`src/rtl/spi_flash_sequencer_pkg.sv`:
```
// ---------------------------------------------------------------------------
// spi_flash_pkg
// Shared definitions for the SPI flash command sequencer: flash opcodes,
// the status-register busy bit and the sequencer FSM state encoding.
// ---------------------------------------------------------------------------
package spi_flash_pkg;

   localparam logic [7:0] CMD_READ     = 8'h03;
   localparam logic [7:0] CMD_PP       = 8'h02;
   localparam logic [7:0] CMD_WREN     = 8'h06;
   localparam logic [7:0] CMD_RDSR     = 8'h05;
   localparam int         STAT_WIP_BIT = 0;

   // Every state other than IDLE, GAP and FIN moves exactly one byte through
   // the engine; the SEND/WAIT split is carried by a separate phase bit.
   typedef enum logic [3:0] {
      S_IDLE,
      S_RD_CMD, S_RA2, S_RA1, S_RA0, S_RD_DAT,
      S_WREN,
      S_WR_CMD, S_WA2, S_WA1, S_WA0, S_WR_DAT,
      S_POLL_CMD, S_POLL_DAT,
      S_GAP,
      S_FIN
   } state_t;

   function automatic logic is_byte_state(input state_t s);
      return !(s inside {S_IDLE, S_GAP, S_FIN});
   endfunction

endpackage

```
`src/rtl/spi_flash_sequencer_if.sv`:
```
// ---------------------------------------------------------------------------
// spi_flash_sequencer_if
// Bundles the CPU request/response signals and the byte-engine handshake of
// the SPI flash sequencer.
//   slave  : the sequencer (takes requests, drives the byte engine)
//   master : the environment (CPU request logic plus the byte engine)
// Signals:
//   i_req_valid/i_req_rw/i_req_addr/i_req_wdata  request (rw: 1 = read)
//   o_MemoryReady/o_rd_data/o_done/o_timeout_err CPU-side status
//   o_eng_start/o_eng_tx/o_eng_last              byte command to the engine
//   i_eng_done/i_eng_rx                          byte completion from engine
// ---------------------------------------------------------------------------
interface spi_flash_sequencer_if #(parameter int ADDR_W = 12);

   logic              i_req_valid;
   logic              i_req_rw;
   logic [ADDR_W-1:0] i_req_addr;
   logic [7:0]        i_req_wdata;

   logic              o_MemoryReady;
   logic [7:0]        o_rd_data;
   logic              o_done;
   logic              o_timeout_err;

   logic              o_eng_start;
   logic [7:0]        o_eng_tx;
   logic              o_eng_last;
   logic              i_eng_done;
   logic [7:0]        i_eng_rx;

   modport slave (
      input  i_req_valid, i_req_rw, i_req_addr, i_req_wdata,
      input  i_eng_done, i_eng_rx,
      output o_MemoryReady, o_rd_data, o_done, o_timeout_err,
      output o_eng_start, o_eng_tx, o_eng_last
   );

   modport master (
      output i_req_valid, i_req_rw, i_req_addr, i_req_wdata,
      output i_eng_done, i_eng_rx,
      input  o_MemoryReady, o_rd_data, o_done, o_timeout_err,
      input  o_eng_start, o_eng_tx, o_eng_last
   );

endinterface

```
`src/rtl/spi_flash_sequencer.sv`:
```
// ---------------------------------------------------------------------------
// spi_flash_sequencer
// Turns single-byte CPU read/write requests into SPI flash command sequences
// on a byte-level engine (the engine owns CS; o_eng_last releases it).
//   Read : READ 03, A2, A1, A0, dummy 00 (captures data byte)
//   Write: WREN 06 | PP 02, A2, A1, A0, data | (RDSR 05, 00) until WIP = 0
// The CPU is held (o_MemoryReady = 0) from acceptance until FIN.
// Ports:
//   clk, reset  system clock, synchronous active-high reset
//   bus         spi_flash_sequencer_if.slave (request + engine handshake)
// Parameters:
//   ADDR_W    CPU-side address width, zero-extended to 24 bits
//   POLL_MAX  RDSR polls allowed before the write aborts with o_timeout_err
//   GAP_CYC   idle cycles inserted between CS-released transfers (>= 1)
// ---------------------------------------------------------------------------
module spi_flash_sequencer
   import spi_flash_pkg::*;
#(
   parameter int          ADDR_W   = 12,
   parameter logic [15:0] POLL_MAX = 16'd50000,
   parameter int          GAP_CYC  = 4
) (
   input  logic                  clk,
   input  logic                  reset,
   spi_flash_sequencer_if.slave  bus
);

   localparam logic [15:0] GAP_LAST = 16'(GAP_CYC - 1);

   state_t      state, state_n;
   state_t      ret, ret_n;        // where GAP resumes
   logic        phase, phase_n;    // 0 = SEND (start pulse), 1 = WAIT
   logic [23:0] addr_q;
   logic [7:0]  wdata_q;
   logic [15:0] poll_cnt, poll_inc, gap_cnt;
   logic [7:0]  rd_data_q;
   logic        tmo_q;

   logic        byte_st, byte_done, accept, wip, poll_to, gap_end;

   assign byte_st   = is_byte_state(state);
   // done only counts while a byte is outstanding; strays elsewhere are dropped
   assign byte_done = byte_st && phase && bus.i_eng_done;
   assign accept    = (state == S_IDLE) && bus.i_req_valid;
   assign wip       = bus.i_eng_rx[STAT_WIP_BIT];
   assign poll_inc  = (poll_cnt == 16'hFFFF) ? poll_cnt : poll_cnt + 16'd1;
   assign poll_to   = (poll_inc == POLL_MAX);
   assign gap_end   = (gap_cnt == GAP_LAST);

   // ---------------- state register ----------------
   always_ff @(posedge clk) begin
      if (reset) begin
         state <= S_IDLE;
         ret   <= S_IDLE;
         phase <= 1'b0;
      end else begin
         state <= state_n;
         ret   <= ret_n;
         phase <= phase_n;
      end
   end

   // ---------------- next state ----------------
   always_comb begin
      state_n = state;
      ret_n   = ret;
      // SEND always lasts one cycle, WAIT lasts until the engine finishes
      phase_n = byte_st && !byte_done;
      unique case (state)
         S_IDLE: if (bus.i_req_valid) state_n = bus.i_req_rw ? S_RD_CMD : S_WREN;
         S_GAP:  if (gap_end) state_n = ret;
         S_FIN:  state_n = S_IDLE;
         default: begin
            if (byte_done) begin
               unique case (state)
                  S_RD_CMD:   state_n = S_RA2;
                  S_RA2:      state_n = S_RA1;
                  S_RA1:      state_n = S_RA0;
                  S_RA0:      state_n = S_RD_DAT;
                  S_RD_DAT:   state_n = S_FIN;
                  S_WREN:     begin state_n = S_GAP; ret_n = S_WR_CMD; end
                  S_WR_CMD:   state_n = S_WA2;
                  S_WA2:      state_n = S_WA1;
                  S_WA1:      state_n = S_WA0;
                  S_WA0:      state_n = S_WR_DAT;
                  S_WR_DAT:   begin state_n = S_GAP; ret_n = S_POLL_CMD; end
                  S_POLL_CMD: state_n = S_POLL_DAT;
                  S_POLL_DAT: begin
                     if (!wip || poll_to) state_n = S_FIN;
                     else begin
                        state_n = S_GAP;
                        ret_n   = S_POLL_CMD;
                     end
                  end
                  default:    state_n = state;
               endcase
            end
         end
      endcase
   end

   // ---------------- datapath registers ----------------
   always_ff @(posedge clk) begin
      if (reset) begin
         addr_q    <= '0;
         wdata_q   <= '0;
         poll_cnt  <= '0;
         gap_cnt   <= '0;
         rd_data_q <= '0;
         tmo_q     <= 1'b0;
      end else begin
         if (accept) begin
            addr_q   <= 24'(bus.i_req_addr[ADDR_W-1:0]);
            wdata_q  <= bus.i_req_wdata;
            poll_cnt <= '0;
            tmo_q    <= 1'b0;
         end
         // zero on every GAP entry, so each gap is a fresh GAP_CYC count
         gap_cnt <= (state == S_GAP) ? gap_cnt + 16'd1 : '0;
         if (byte_done && state == S_RD_DAT)
            rd_data_q <= bus.i_eng_rx;
         if (byte_done && state == S_POLL_DAT && wip) begin
            poll_cnt <= poll_inc;
            if (poll_to) tmo_q <= 1'b1;
         end
      end
   end

   // ---------------- outputs ----------------
   logic       start_c, last_c, done_c, ready_c;
   logic [7:0] tx_c;

   always_comb begin
      start_c = 1'b0;
      tx_c    = 8'h00;
      last_c  = 1'b0;
      done_c  = 1'b0;
      // acceptance drops ready in the same cycle the request is seen
      ready_c = reset || (state == S_IDLE && !bus.i_req_valid) || state == S_FIN;
      if (!reset) begin
         start_c = byte_st && !phase;
         done_c  = (state == S_FIN);
         unique case (state)
            S_RD_CMD:   tx_c = CMD_READ;
            S_WR_CMD:   tx_c = CMD_PP;
            S_RA2, S_WA2: tx_c = addr_q[23:16];
            S_RA1, S_WA1: tx_c = addr_q[15:8];
            S_RA0, S_WA0: tx_c = addr_q[7:0];
            S_RD_DAT:   begin tx_c = 8'h00;    last_c = 1'b1; end
            S_WREN:     begin tx_c = CMD_WREN; last_c = 1'b1; end
            S_WR_DAT:   begin tx_c = wdata_q;  last_c = 1'b1; end
            S_POLL_CMD: tx_c = CMD_RDSR;
            S_POLL_DAT: begin tx_c = 8'h00;    last_c = 1'b1; end
            default:    tx_c = 8'h00;
         endcase
      end
   end

   assign bus.o_eng_start   = start_c;
   assign bus.o_eng_tx      = tx_c;
   assign bus.o_eng_last    = last_c;
   assign bus.o_done        = done_c;
   assign bus.o_MemoryReady = ready_c;
   assign bus.o_rd_data     = rd_data_q;
   assign bus.o_timeout_err = tmo_q;

endmodule
```
`src/flat_wrapper.sv`:
```
// flat-port wrapper written by rule: the top's interface ports become plain ports
module spi_flash_sequencer_flat import spi_flash_pkg::*;
#(
   parameter int          ADDR_W   = 12,
   parameter logic [15:0] POLL_MAX = 16'd50000,
   parameter int          GAP_CYC  = 4
)
  (clk, reset, bus_i_req_valid, bus_i_req_rw, bus_i_req_addr, bus_i_req_wdata, bus_i_eng_done, bus_i_eng_rx, bus_o_MemoryReady, bus_o_rd_data, bus_o_done, bus_o_timeout_err, bus_o_eng_start, bus_o_eng_tx, bus_o_eng_last);
  spi_flash_sequencer_if #(.ADDR_W(ADDR_W)) bus_i ();
  input  logic clk;
  input  logic reset;
  input wire logic [$bits(bus_i.i_req_valid)-1:0] bus_i_req_valid;
  input wire logic [$bits(bus_i.i_req_rw)-1:0] bus_i_req_rw;
  input wire logic [$bits(bus_i.i_req_addr)-1:0] bus_i_req_addr;
  input wire logic [$bits(bus_i.i_req_wdata)-1:0] bus_i_req_wdata;
  input wire logic [$bits(bus_i.i_eng_done)-1:0] bus_i_eng_done;
  input wire logic [$bits(bus_i.i_eng_rx)-1:0] bus_i_eng_rx;
  output wire logic [$bits(bus_i.o_MemoryReady)-1:0] bus_o_MemoryReady;
  output wire logic [$bits(bus_i.o_rd_data)-1:0] bus_o_rd_data;
  output wire logic [$bits(bus_i.o_done)-1:0] bus_o_done;
  output wire logic [$bits(bus_i.o_timeout_err)-1:0] bus_o_timeout_err;
  output wire logic [$bits(bus_i.o_eng_start)-1:0] bus_o_eng_start;
  output wire logic [$bits(bus_i.o_eng_tx)-1:0] bus_o_eng_tx;
  output wire logic [$bits(bus_i.o_eng_last)-1:0] bus_o_eng_last;
  assign bus_i.i_req_valid = bus_i_req_valid;
  assign bus_i.i_req_rw = bus_i_req_rw;
  assign bus_i.i_req_addr = bus_i_req_addr;
  assign bus_i.i_req_wdata = bus_i_req_wdata;
  assign bus_i.i_eng_done = bus_i_eng_done;
  assign bus_i.i_eng_rx = bus_i_eng_rx;
  assign bus_o_MemoryReady = bus_i.o_MemoryReady;
  assign bus_o_rd_data = bus_i.o_rd_data;
  assign bus_o_done = bus_i.o_done;
  assign bus_o_timeout_err = bus_i.o_timeout_err;
  assign bus_o_eng_start = bus_i.o_eng_start;
  assign bus_o_eng_tx = bus_i.o_eng_tx;
  assign bus_o_eng_last = bus_i.o_eng_last;
  spi_flash_sequencer #(.ADDR_W(ADDR_W), .POLL_MAX(POLL_MAX), .GAP_CYC(GAP_CYC)) u_core (.clk(clk), .reset(reset), .bus(bus_i));
endmodule
```
`config.mk`:
```
export PLATFORM = sky130hd
export DESIGN_NAME = spi_flash_sequencer_flat
export DESIGN_NICKNAME = d
export VERILOG_FILES = /design/src/rtl/spi_flash_sequencer_pkg.sv /design/src/rtl/spi_flash_sequencer_if.sv /design/src/rtl/spi_flash_sequencer.sv /design/src/flat_wrapper.sv
export SDC_FILE = /design/constraint.sdc
export NUM_CORES = 1
export LEC_CHECK = 0
export BUFFER_PORTS_ARGS = -buffer_cell sky130_fd_sc_hd__buf_2
export CAP_MARGIN = 10
export CELL_PAD_IN_SITES_DETAIL_PLACEMENT = 0
export CELL_PAD_IN_SITES_GLOBAL_PLACEMENT = 1
export CORE_MARGIN = 2
export CORE_UTILIZATION = 46
export CTS_BUF_LIST = sky130_fd_sc_hd__clkbuf_2 sky130_fd_sc_hd__clkbuf_4 sky130_fd_sc_hd__clkbuf_8
export CTS_CLUSTER_DIAMETER = 60
export CTS_CLUSTER_SIZE = 12
export DETAILED_ROUTE_END_ITERATION = 6
export GPL_ROUTABILITY_DRIVEN = 0
export PLACE_DENSITY = 0.89
export SYNTH_ARGS = -nofsm -noshare
export SYNTH_HDL_FRONTEND = slang
export SYNTH_SLANG_ARGS = --single-unit
```
`constraint.sdc`:
```
create_clock -name clk -period 4.16 [get_ports clk]
set_clock_uncertainty 0.1 [all_clocks]
set_input_delay 0.208 -clock clk [delete_from_list [all_inputs] [get_ports clk]]
set_output_delay 0.208 -clock clk [all_outputs]
set_load 0.005 [all_outputs]
```
==> Word level (Yosys, flattened, before mapping) <==
Cells that the tools add are included.
{ "op_classes": {"n_reduce_logical": 31, "n_bitwise": 2, "n_addsub": 2, "eq_ne": 21, "n_mux": 21} }
{ "ops": {"columns": ["op", "n"], "rows": [
  ["8-bit one-hot mux with 7 select lines", 1],
  ["16-bit two-way mux", 3],
  ["4-bit one-hot mux with 12 select lines", 1],
  ["16-bit by 1-bit adder with 16-bit output, second input constant", 2],
  ["16-bit equality test, second input constant", 2],
  ["4-bit equality test, second input constant", 8],
  ["4-bit one-hot mux with 3 select lines", 2],
  ["16-bit by 2-bit equality test with 1-bit output, second input constant", 1],
  ["4-bit by 3-bit equality test with 1-bit output, second input constant", 4],
  ["4-bit two-way mux", 4],
  ["15-bit nonzero test", 1],
  ["1-bit logical AND", 9],
  ["4-bit by 2-bit equality test with 1-bit output, second input constant", 2],
  ["1-bit two-way mux", 8],
  ["8-bit two-way mux", 1],
  ["4-bit AND reduction", 2],
  ["2-bit OR reduction", 4],
  ["3-bit nonzero test", 2],
  ["1-bit logical NOT", 5],
  ["4-bit by 1-bit equality test with 1-bit output, second input constant", 1],
  ["4-bit logical NOT", 1],
  ["2-bit != test, second input constant", 2],
  ["4-bit nonzero test", 1],
  ["4-bit OR reduction", 1],
  ["other kinds (6)", 9]
]} }
{ "totals": {"reg_bits": 70, "out_inout_bits": 21, "inputBits": 33} }

==> Logic depth before layout (Yosys ltp) <==
Gate-level depths: netlist of run 1.
{ "depth": {"ltp_word": 8, "mapped_depth": 8, "mapped_depth_nobuf": 8} }

==> Least setup slack after synthesis of run 1 <==
OpenSTA, ideal clock, no wires.
{ "synth_path": {"path_type": "reg2reg", "startpoint": "reg u_core.poll_cnt[0]", "endpoint": "reg u_core.ret[2]", "stages_incl_launch_ff": 9, "setup_time_ns": 0.122, "setup_slack_ns": 1.436, "period_less_slack_ns": 2.724, "required_time_ns": 3.938, "t_arrival_ns": 2.503, "cell_sequence": "dfxtp_1 > ha_1 > nand4_1 > nor2_2 > a31oi_1 > a211o_1 > or4_1 > or4_4 > a221o_1"} }
{ "synth_between": {"elab_chain_cells": 6, "elab_cells_between_ends": 7, "cone_classes": "add/sub (1); eq/ne (3); mux (1); reduce/logical (2)"} }
{ "synth_rtl": {"columns": ["item", "line", "text"], "rows": [
  ["start: declaration", "spi_flash_sequencer.sv:35", "logic [15:0] poll_cnt, poll_inc, gap_cnt;"],
  ["start signal: assignment", "spi_flash_sequencer.sv:123", "poll_cnt <= poll_inc;"],
  ["16-bit by 1-bit adder with 16-bit output or 16-bit equality test (tied branches)", "spi_flash_sequencer.sv:46", "assign poll_inc = (poll_cnt == 16'hFFFF) ? poll_cnt : poll_cnt + 16'd1;"],
  ["16-bit two-way mux (*)", "spi_flash_sequencer.sv:46", null],
  ["16-bit equality test (*)", "spi_flash_sequencer.sv:47", "assign poll_to = (poll_inc == POLL_MAX);"],
  ["1-bit logical OR (*)", "spi_flash_sequencer.sv:89", "if (!wip || poll_to) state_n = S_FIN;"],
  ["2-bit != test (no line) (*)", null, null],
  ["4-bit AND reduction (no line) (*)", null, null],
  ["end signal: assignment", "spi_flash_sequencer.sv:58", "ret <= ret_n;"],
  ["end: declaration", "spi_flash_sequencer.sv:31", "state_t ret, ret_n;"]
]} }
Mark *: on every way between the ends. The rest lies on a longest branch, timed or not.
A chain may end at the register's enable or synchronous reset.

==> Final worst setup path of run 1 <==
Same ends and word-level chain as after synthesis.

==> summary.md, run 1 <==
## Logic synthesis
- 517 — synthesized net count
- 0 — fraction of registers with async set or reset after synthesis
- sky130_fd_sc_hd__dfxtp_1 — cell accounting for the most synthesized area
- sky130_fd_sc_hd__dfxtp_1 — prevailing post-synth register cell
- 3640 sq um — cell area after technology mapping
- 0.380 — sequential share of the synthesized area
- 60 — distinct cell type count of the synthesized netlist
- 0 — number of enable flip-flop cells after synthesis
- 0.380 — area share of the largest cell type after synthesis
- 0 — synth warn
- sky130_fd_sc_hd__dfxtp_1 38%, sky130_fd_sc_hd__nand2_1 7.9%, sky130_fd_sc_hd__nor2_1 6.4% — dominant cells by area after synthesis
- 69 — post-synthesis register bit count
- 7.55 sq um — mean cell area of the mapped netlist
- 482 — cells after synthesis

## Floorplanning
- 93.0 um — Die X
- 54 — io pins
- 8640 sq um — Die Footprint
- 32 — FP Rows
- 0.473 — Initial Util
- 7690 sq um — standard cell core area
- 93.0 um — Chip Height

## Placement
- 1.20 ns — Worst Setup Slack post-DPL
- 611 — Inst Count DP
- 53 — number of buffers inserted by port buffering
- 6.35 mm — hpwl dp

## Clocking
- 0.07 ns — CTS clock-pin slew for the worst setup and hold paths
- 11 — quantity of hold-fixing buffers added after cts
- sky130_fd_sc_hd__clkbuf_8 — Root Driver
- yes — TritonCTS clock tree
- 0 — post-CTS repair timing setup buffer count
- 2 — maximum clock path buffer count
- 3 — CTS H-Tree Depth
- 9 — CTS Buf Count
- 0 — # resized after CTS
- 0.34 ns — worst skew pair latency
- 69 — total number of clock tree sinks

## Worst hold path
- in -> reg — path type of the worst min-delay path

## Layout
- 0.153 — ratio of cells with drive above 1 in the final layout
- 0 — Antenna Cells
- 2110 sq um — Multi-input gate area
- 17.0% — area added between synthesis and finish
- 638 — non-filler instance count after layout
- 1380 sq um — sequential cell area in the final layout
- 566 — final net count
- 768 — fillers

## Critical path
- 0 — Buf/Inv on CP
- 8 — crit-path max FO
- ha_1, nand4_1, nor2_2, a31oi_1, a211o_1, or4_1, or4_4, a221o_1 — cells traversed along the worst timing path
- flip-flop — CP Launch Type
- 0.47 ns — longest individual stage delay on the worst path
- sky130_fd_sc_hd__or4_4 — Critical-path top delay cell
- 4.28 ns — required arrival time at the worst endpoint
- flip-flop — endpoint class of the critical path
- simple AND/OR/NAND/NOR gates — delay-heaviest family, CP
- reg -> reg — category of the critical setup timing path
- 3.12 ns — arrival time of the worst setup path

## Global route
- 0 — initial antenna violation count
- 0 — global route total overflow
- 15.9 mm — global-route wire length before repair
- 57 — largest net degree at the start of global routing
- 3280 — via count of the first global-routing pass
- 0.228 — Tot GR Track Use

## Timing
- 0 ns — final setup TNS
- 0 — number of pins exceeding their max-slew limit in the final report
- 0.508 — worst rel slew slack
- 0 — final count of negative-setup-slack endpoints
- 0.720 — fin crit share
- 334 MHz — Highest Clock Rate
- false — setup repair after global routing missed its margin
- 0.731 ns — slew of the pin with the lowest slew margin
- 0 — endpoints failing hold
- 1.16 ns — min setup slack post-route
- 3.00 ns — min Tclk post-route

## Route
- 0 — number of nets still failing antenna checks after routing
- 9.32 mm — total length of routed wires
- 5.65 — post-DR vias/cell
- 5 — DR pass1 iterations
- 14.6 um — Wirelength per Cell
- 3607 — total number of vias
- 0 — remaining routing DRC violations
- 263 — First DRT Iteration DRCs

## Power and ir drop
- 1.89 mW — Tot Pwr
- 0.237 mV — worst supply voltage drop on vdd
- 1.57 nW — leakage
- 443 nW/um^2 — total power density per cell area

## Run status
- complete, no violations — result of the run

## Job
- 0 — number of violations of the max-capacitance limit

==> metal layers <==
layer / wire length (um) / GRT usage
met3: 468 / 0.0488
met1: 4350 / 0.314
met4: 51 / 0.0625
met2: 4450 / 0.361
met5: 0 / 0
==> cell usage after synthesis (3+ instances only) <==
cell,instances
sky130_fd_sc_hd__clkbuf_1,23
sky130_fd_sc_hd__and3_1,9
sky130_fd_sc_hd__and4_1,3
sky130_fd_sc_hd__inv_1,6
sky130_fd_sc_hd__o21ai_0,23
sky130_fd_sc_hd__nand2_1,77
sky130_fd_sc_hd__buf_2,5
sky130_fd_sc_hd__dfxtp_1,69
sky130_fd_sc_hd__a311oi_1,5
sky130_fd_sc_hd__and2_1,4
sky130_fd_sc_hd__nor2_1,62
sky130_fd_sc_hd__nand3_1,21
sky130_fd_sc_hd__a21oi_1,41
sky130_fd_sc_hd__nor3_1,18
sky130_fd_sc_hd__nand2b_1,3
sky130_fd_sc_hd__mux2i_1,9
sky130_fd_sc_hd__nor4_1,5
sky130_fd_sc_hd__nand4_1,8
sky130_fd_sc_hd__nor2b_1,4
sky130_fd_sc_hd__o221ai_1,4
sky130_fd_sc_hd__xor2_1,8
sky130_fd_sc_hd__a31oi_1,8
sky130_fd_sc_hd__a22oi_1,11
sky130_fd_sc_hd__xnor2_1,11
sky130_fd_sc_hd__or3_1,4
==> kinds of logic (layout without fill, tap and decap cells) <==
| group | Yosys count | after routing | synth area share |
|---|---|---|---|
| simple gates | 229 | 229 | 0.296 |
| xor+xnor | 19 | 19 | 0.0457 |
| fa+ha+maj | 3 | 3 | 0.00962 |
| buf+inv | 38 | 92 | 0.0419 |
| flops | 69 | 69 | 0.380 |
| mux | 11 | 11 | 0.0320 |
| compound gates | 113 | 113 | 0.196 |
==> sequential cells by signal, indices dropped and copies added, names as in the netlist <==
register	count
u_core.bus.o_rd_data	8
u_core.state	4
u_core.gap_cnt	16
u_core.poll_cnt	16
u_core.phase	1
u_core.bus.o_timeout_err	1
u_core.ret	3
u_core.addr_q	12
u_core.wdata_q	8
==> cell type report <==
class / count / area share
multi-input combinational: 375 / 0.494
sequential: 69 / 0.324
timing repair buffer: 69 / 0.0969
clock buffer: 11 / 0.0341
tap: 102 / 0.0300
clock inverter: 5 / 0.0141
inverter: 7 / 0.00617
==> stage by stage <==
step	hold WS (ns)	utilization	instance area, sq um
4_1_cts	0.000371	0.554	4260
2_1_floorplan	0.244	-	3640
3_3_place_gp	0.344	0.513	3940
5_1_grt	0.00364	0.554	4260
3_5_place_dp	0.347	0.513	3940
6_report	0.0113	0.554	4260
==> tightest hold or removal path, delay by kind of cell <==
family        cells  cell delay [ns]
buf+inv           1             0.07
mux               1             0.06
simple gates      1             0.07
==> power breakdown <==
part | leakage (nW) | internal [mW] | switching, mW | total (mW)
clock | 0.103 | 0.301 | 0.257 | 0.558
combinational | 0.910 | 0.187 | 0.326 | 0.513
sequential | 0.559 | 0.723 | 0.0931 | 0.816
==> cell usage in the layout (no fill, tap or decap), types with 8 or more instances in the layout <==
master,synthesis,final
sky130_fd_sc_hd__o21ai_0,23,23
sky130_fd_sc_hd__buf_2,5,53
sky130_fd_sc_hd__a21oi_1,41,41
sky130_fd_sc_hd__xnor2_1,11,11
sky130_fd_sc_hd__clkbuf_8,0,10
sky130_fd_sc_hd__xor2_1,8,8
sky130_fd_sc_hd__mux2i_1,9,9
sky130_fd_sc_hd__dlygate4sd3_1,0,11
sky130_fd_sc_hd__nor2_1,62,62
sky130_fd_sc_hd__nand2_1,77,77
sky130_fd_sc_hd__nor3_1,18,18
sky130_fd_sc_hd__nand3_1,21,21
sky130_fd_sc_hd__nand4_1,8,8
sky130_fd_sc_hd__a22oi_1,11,11
sky130_fd_sc_hd__and3_1,9,9
sky130_fd_sc_hd__a31oi_1,8,8
sky130_fd_sc_hd__dfxtp_1,69,69
==> path summary, 6_finish.rpt <==
path                              startpoint                              endpoint  slack, ns  cells after the start
max          u_core.poll_cnt[0]$_SDFFE_PP0P_            u_core.ret[2]$_SDFFE_PP0P_       1.16                      8
min                          bus_i_eng_rx[7]  u_core.bus.o_rd_data[7]$_SDFFE_PP0P_       0.01                      3
min reg2reg   u_core.wdata_q[7]$_SDFFE_PP0P_        u_core.wdata_q[7]$_SDFFE_PP0P_       0.36                      2
max reg2reg  u_core.poll_cnt[0]$_SDFFE_PP0P_            u_core.ret[2]$_SDFFE_PP0P_       1.16                      8
Power figures use the tool's default switching activity.
==> inputs of run 2 (changes only) <==
--- a/config.mk
+++ b/config.mk
@@ -10,13 +10,13 @@
 export CELL_PAD_IN_SITES_DETAIL_PLACEMENT = 0
 export CELL_PAD_IN_SITES_GLOBAL_PLACEMENT = 1
 export CORE_MARGIN = 2
-export CORE_UTILIZATION = 46
+export CORE_UTILIZATION = 43
 export CTS_BUF_LIST = sky130_fd_sc_hd__clkbuf_2 sky130_fd_sc_hd__clkbuf_4 sky130_fd_sc_hd__clkbuf_8
 export CTS_CLUSTER_DIAMETER = 60
 export CTS_CLUSTER_SIZE = 12
 export DETAILED_ROUTE_END_ITERATION = 6
 export GPL_ROUTABILITY_DRIVEN = 0
-export PLACE_DENSITY = 0.89
+export PLACE_DENSITY = 0.84
 export SYNTH_ARGS = -nofsm -noshare
 export SYNTH_HDL_FRONTEND = slang
 export SYNTH_SLANG_ARGS = --single-unit
==> constraint.sdc (replaced) <==
create_clock -name clk -period 3 [get_ports clk]
set_clock_uncertainty 0.1 [all_clocks]
set_input_delay 0.15 -clock clk [delete_from_list [all_inputs] [get_ports clk]]
set_output_delay 0.15 -clock clk [all_outputs]
set_load 0.005 [all_outputs]
==> summary.md, run 2 (synthesis results as in run 1) <==
## Run status
- complete, no violations — result of the run

## Job
- 0 — number of violations of the max-capacitance limit

## Critical path
- 3.02 ns — arrival time of the worst setup path
- 3.13 ns — required arrival time at the worst endpoint
- reg -> reg — category of the critical setup timing path
- flip-flop — CP Launch Type
- 9 — r2r worst-path depth
- 0.11 ns — minimum setup slack among reg-to-reg paths
- u_core.poll_cnt[0]$_SDFFE_PP0P_ — reg-to-reg startpoint
- 5 — crit-path max FO
- u_core.ret[2]$_SDFFE_PP0P_ — worst reg2reg endpoint
- flip-flop — endpoint class of the critical path

## Route
- 5 — DR pass1 iterations
- 5.61 — post-DR vias/cell
- 14.8 um — Wirelength per Cell
- 0 — number of nets still failing antenna checks after routing
- 3775 — total number of vias
- 0 — remaining routing DRC violations
- 310 — First DRT Iteration DRCs
- 9.98 mm — total length of routed wires

## Floorplanning
- 96 um — Die X
- 33 — FP Rows
- 8220 sq um — standard cell core area
- 9220 sq um — Die Footprint
- 54 — io pins
- 0.443 — Initial Util
- 96 um — Chip Height

## Clocking
- 9 — CTS Buf Count
- 3 — CTS H-Tree Depth
- 0.34 ns — worst skew pair latency
- 2 — maximum clock path buffer count
- yes — TritonCTS clock tree
- 69 — total number of clock tree sinks
- sky130_fd_sc_hd__clkbuf_8 — Root Driver
- 0.07 ns — CTS clock-pin slew for the worst setup and hold paths

## Layout
- 600 — final net count
- 24.7% — area added between synthesis and finish
- 673 — non-filler instance count after layout
- u_core.gap_cnt (16), u_core.poll_cnt (16), u_core.addr_q (12) — largest registers
- 77 x sky130_fd_sc_hd__nand2_1, 69 x sky130_fd_sc_hd__dfxtp_1, 62 x sky130_fd_sc_hd__nor2_1 — highest-count cells in the layout ignoring fill and taps
- sky130_fd_sc_hd__nand2_1 — most common library cell in the layout ignoring fill and taps
- 0 — Antenna Cells
- 0.178 — ratio of cells with drive above 1 in the final layout

## Power and ir drop
- 2.60 mW — Tot Pwr
- 574 nW/um^2 — total power density per cell area
- 0.285 mV — worst supply voltage drop on vdd
- 1.72 nW — leakage

## Timing
- 0.964 — fin crit share
- 0 — number of pins exceeding their max-slew limit in the final report
- 346 MHz — Highest Clock Rate
- 0 ns — final setup TNS
- 2.89 ns — min Tclk post-route
- 0 — endpoints failing hold
- 0.561 — worst rel slew slack
- false — setup repair after global routing missed its margin
- 0.656 ns — slew of the pin with the lowest slew margin
- 0 — final count of negative-setup-slack endpoints

## Placement
- 53 — number of buffers inserted by port buffering
- 631 — Inst Count DP
- 6.81 mm — hpwl dp

## Worst hold path
- in -> reg — path type of the worst min-delay path
- u_core.ret[3]$_SDFFE_PP0P_ — end of the worst hold path
- bus_i_eng_rx[0] — worst hold path startpoint
- 2 — number of stages on the worst hold path

## Global route
- 0 — initial antenna violation count
- 0.226 — Tot GR Track Use
- 0 — global route total overflow
- 31 — largest net degree at the start of global routing
- 16.6 mm — global-route wire length before repair
- 3460 — via count of the first global-routing pass

==> run 2: cell types whose count changed in the layout (fill, tap and decap cells not counted), sizes merged <==
cell / before / now
clkinvlp: 1 / 0
clkbuf: 11 / 12
dlygate4sd3: 11 / 27
buf: 58 / 76
bufinv: 1 / 0
clkinv: 4 / 3
==> run 2: area by class of cell <==
| type | count | area, sq um |
|---|---|---|
| clock buffer | 12 | 159 |
| fill | 801 | 3680 |
| inverter | 7 | 26.3 |
| clock inverter | 2 | 10.0 |
| sequential | 69 | 1380 |
| multi-input combinational | 375 | 2120 |
| timing repair buffer | 103 | 708 |
| tap | 105 | 131 |
==> run 2: worst max-delay path, cell delays in order, from the launching register on <==
cell and delay, ns:
sky130_fd_sc_hd__dfxtp_1 0.35, sky130_fd_sc_hd__ha_2 0.22, sky130_fd_sc_hd__nand4_1 0.15, sky130_fd_sc_hd__buf_4 0.16, sky130_fd_sc_hd__o21ai_0 0.11, sky130_fd_sc_hd__mux2_4 0.29, sky130_fd_sc_hd__a211o_1 0.22, sky130_fd_sc_hd__or4_1 0.40
sky130_fd_sc_hd__or4_4 0.47, sky130_fd_sc_hd__a221o_1 0.30
==> run 2: where the power goes <==
part	total (mW)	switching, mW	internal [mW]	leakage (nW)
registers	1.09	0.0873	1.00	0.559
clock network	0.677	0.334	0.343	0.0915
logic	0.837	0.517	0.320	1.07
total	2.60	0.938	1.67	1.72
==> run 2: repair_timing <==
action | 4_1_cts | 5_1_grt
setup endpoints to repair | 0 | 1
setup buffers | 0 | 1
hold buffers | 27 | 0
gates resized for setup | 0 | 3
endpoints found under the hold margin | 27 | 0
==> run 2: worst max path at each step <==
stage                                         start                    endpoint  depth (start not counted)  slack [ns]
floorplan           u_core.poll_cnt[0]$_SDFFE_PP0P_  u_core.ret[2]$_SDFFE_PP0P_                          8        0.28
global placement    u_core.poll_cnt[3]$_SDFFE_PP0P_  u_core.ret[2]$_SDFFE_PP0P_                          7        0.18
detailed placement  u_core.poll_cnt[0]$_SDFFE_PP0P_  u_core.ret[2]$_SDFFE_PP0P_                          8        0.09
CTS                 u_core.poll_cnt[0]$_SDFFE_PP0P_  u_core.ret[2]$_SDFFE_PP0P_                          8        0.07
global route        u_core.poll_cnt[3]$_SDFFE_PP0P_  u_core.ret[2]$_SDFFE_PP0P_                          7        0.01
finish              u_core.poll_cnt[0]$_SDFFE_PP0P_  u_core.ret[2]$_SDFFE_PP0P_                          9        0.11
==> run 2: routing by layer <==
metal | wire length, um | vias to the layer above | track usage
met5 | 0 | - | 0
met4 | 138 | 0 | 0.0583
met3 | 539 | 18 | 0.0564
met2 | 4670 | 107 | 0.363
met1 | 4630 | 1761 | 0.303
li1 | - | 1889 | -
==> run 2: stage by stage <==
stage	util	worst slack, ns	instance area, sq um	hold WS, ns
floorplan	-	0.276	3640	0.186
global placement	0.497	0.182	4080	0.284
detailed placement	0.497	0.0898	4080	0.293
CTS	0.550	0.0685	4520	0.0350
global route	0.552	0.0109	4540	0.0355
finish	0.552	0.107	4540	0.0485
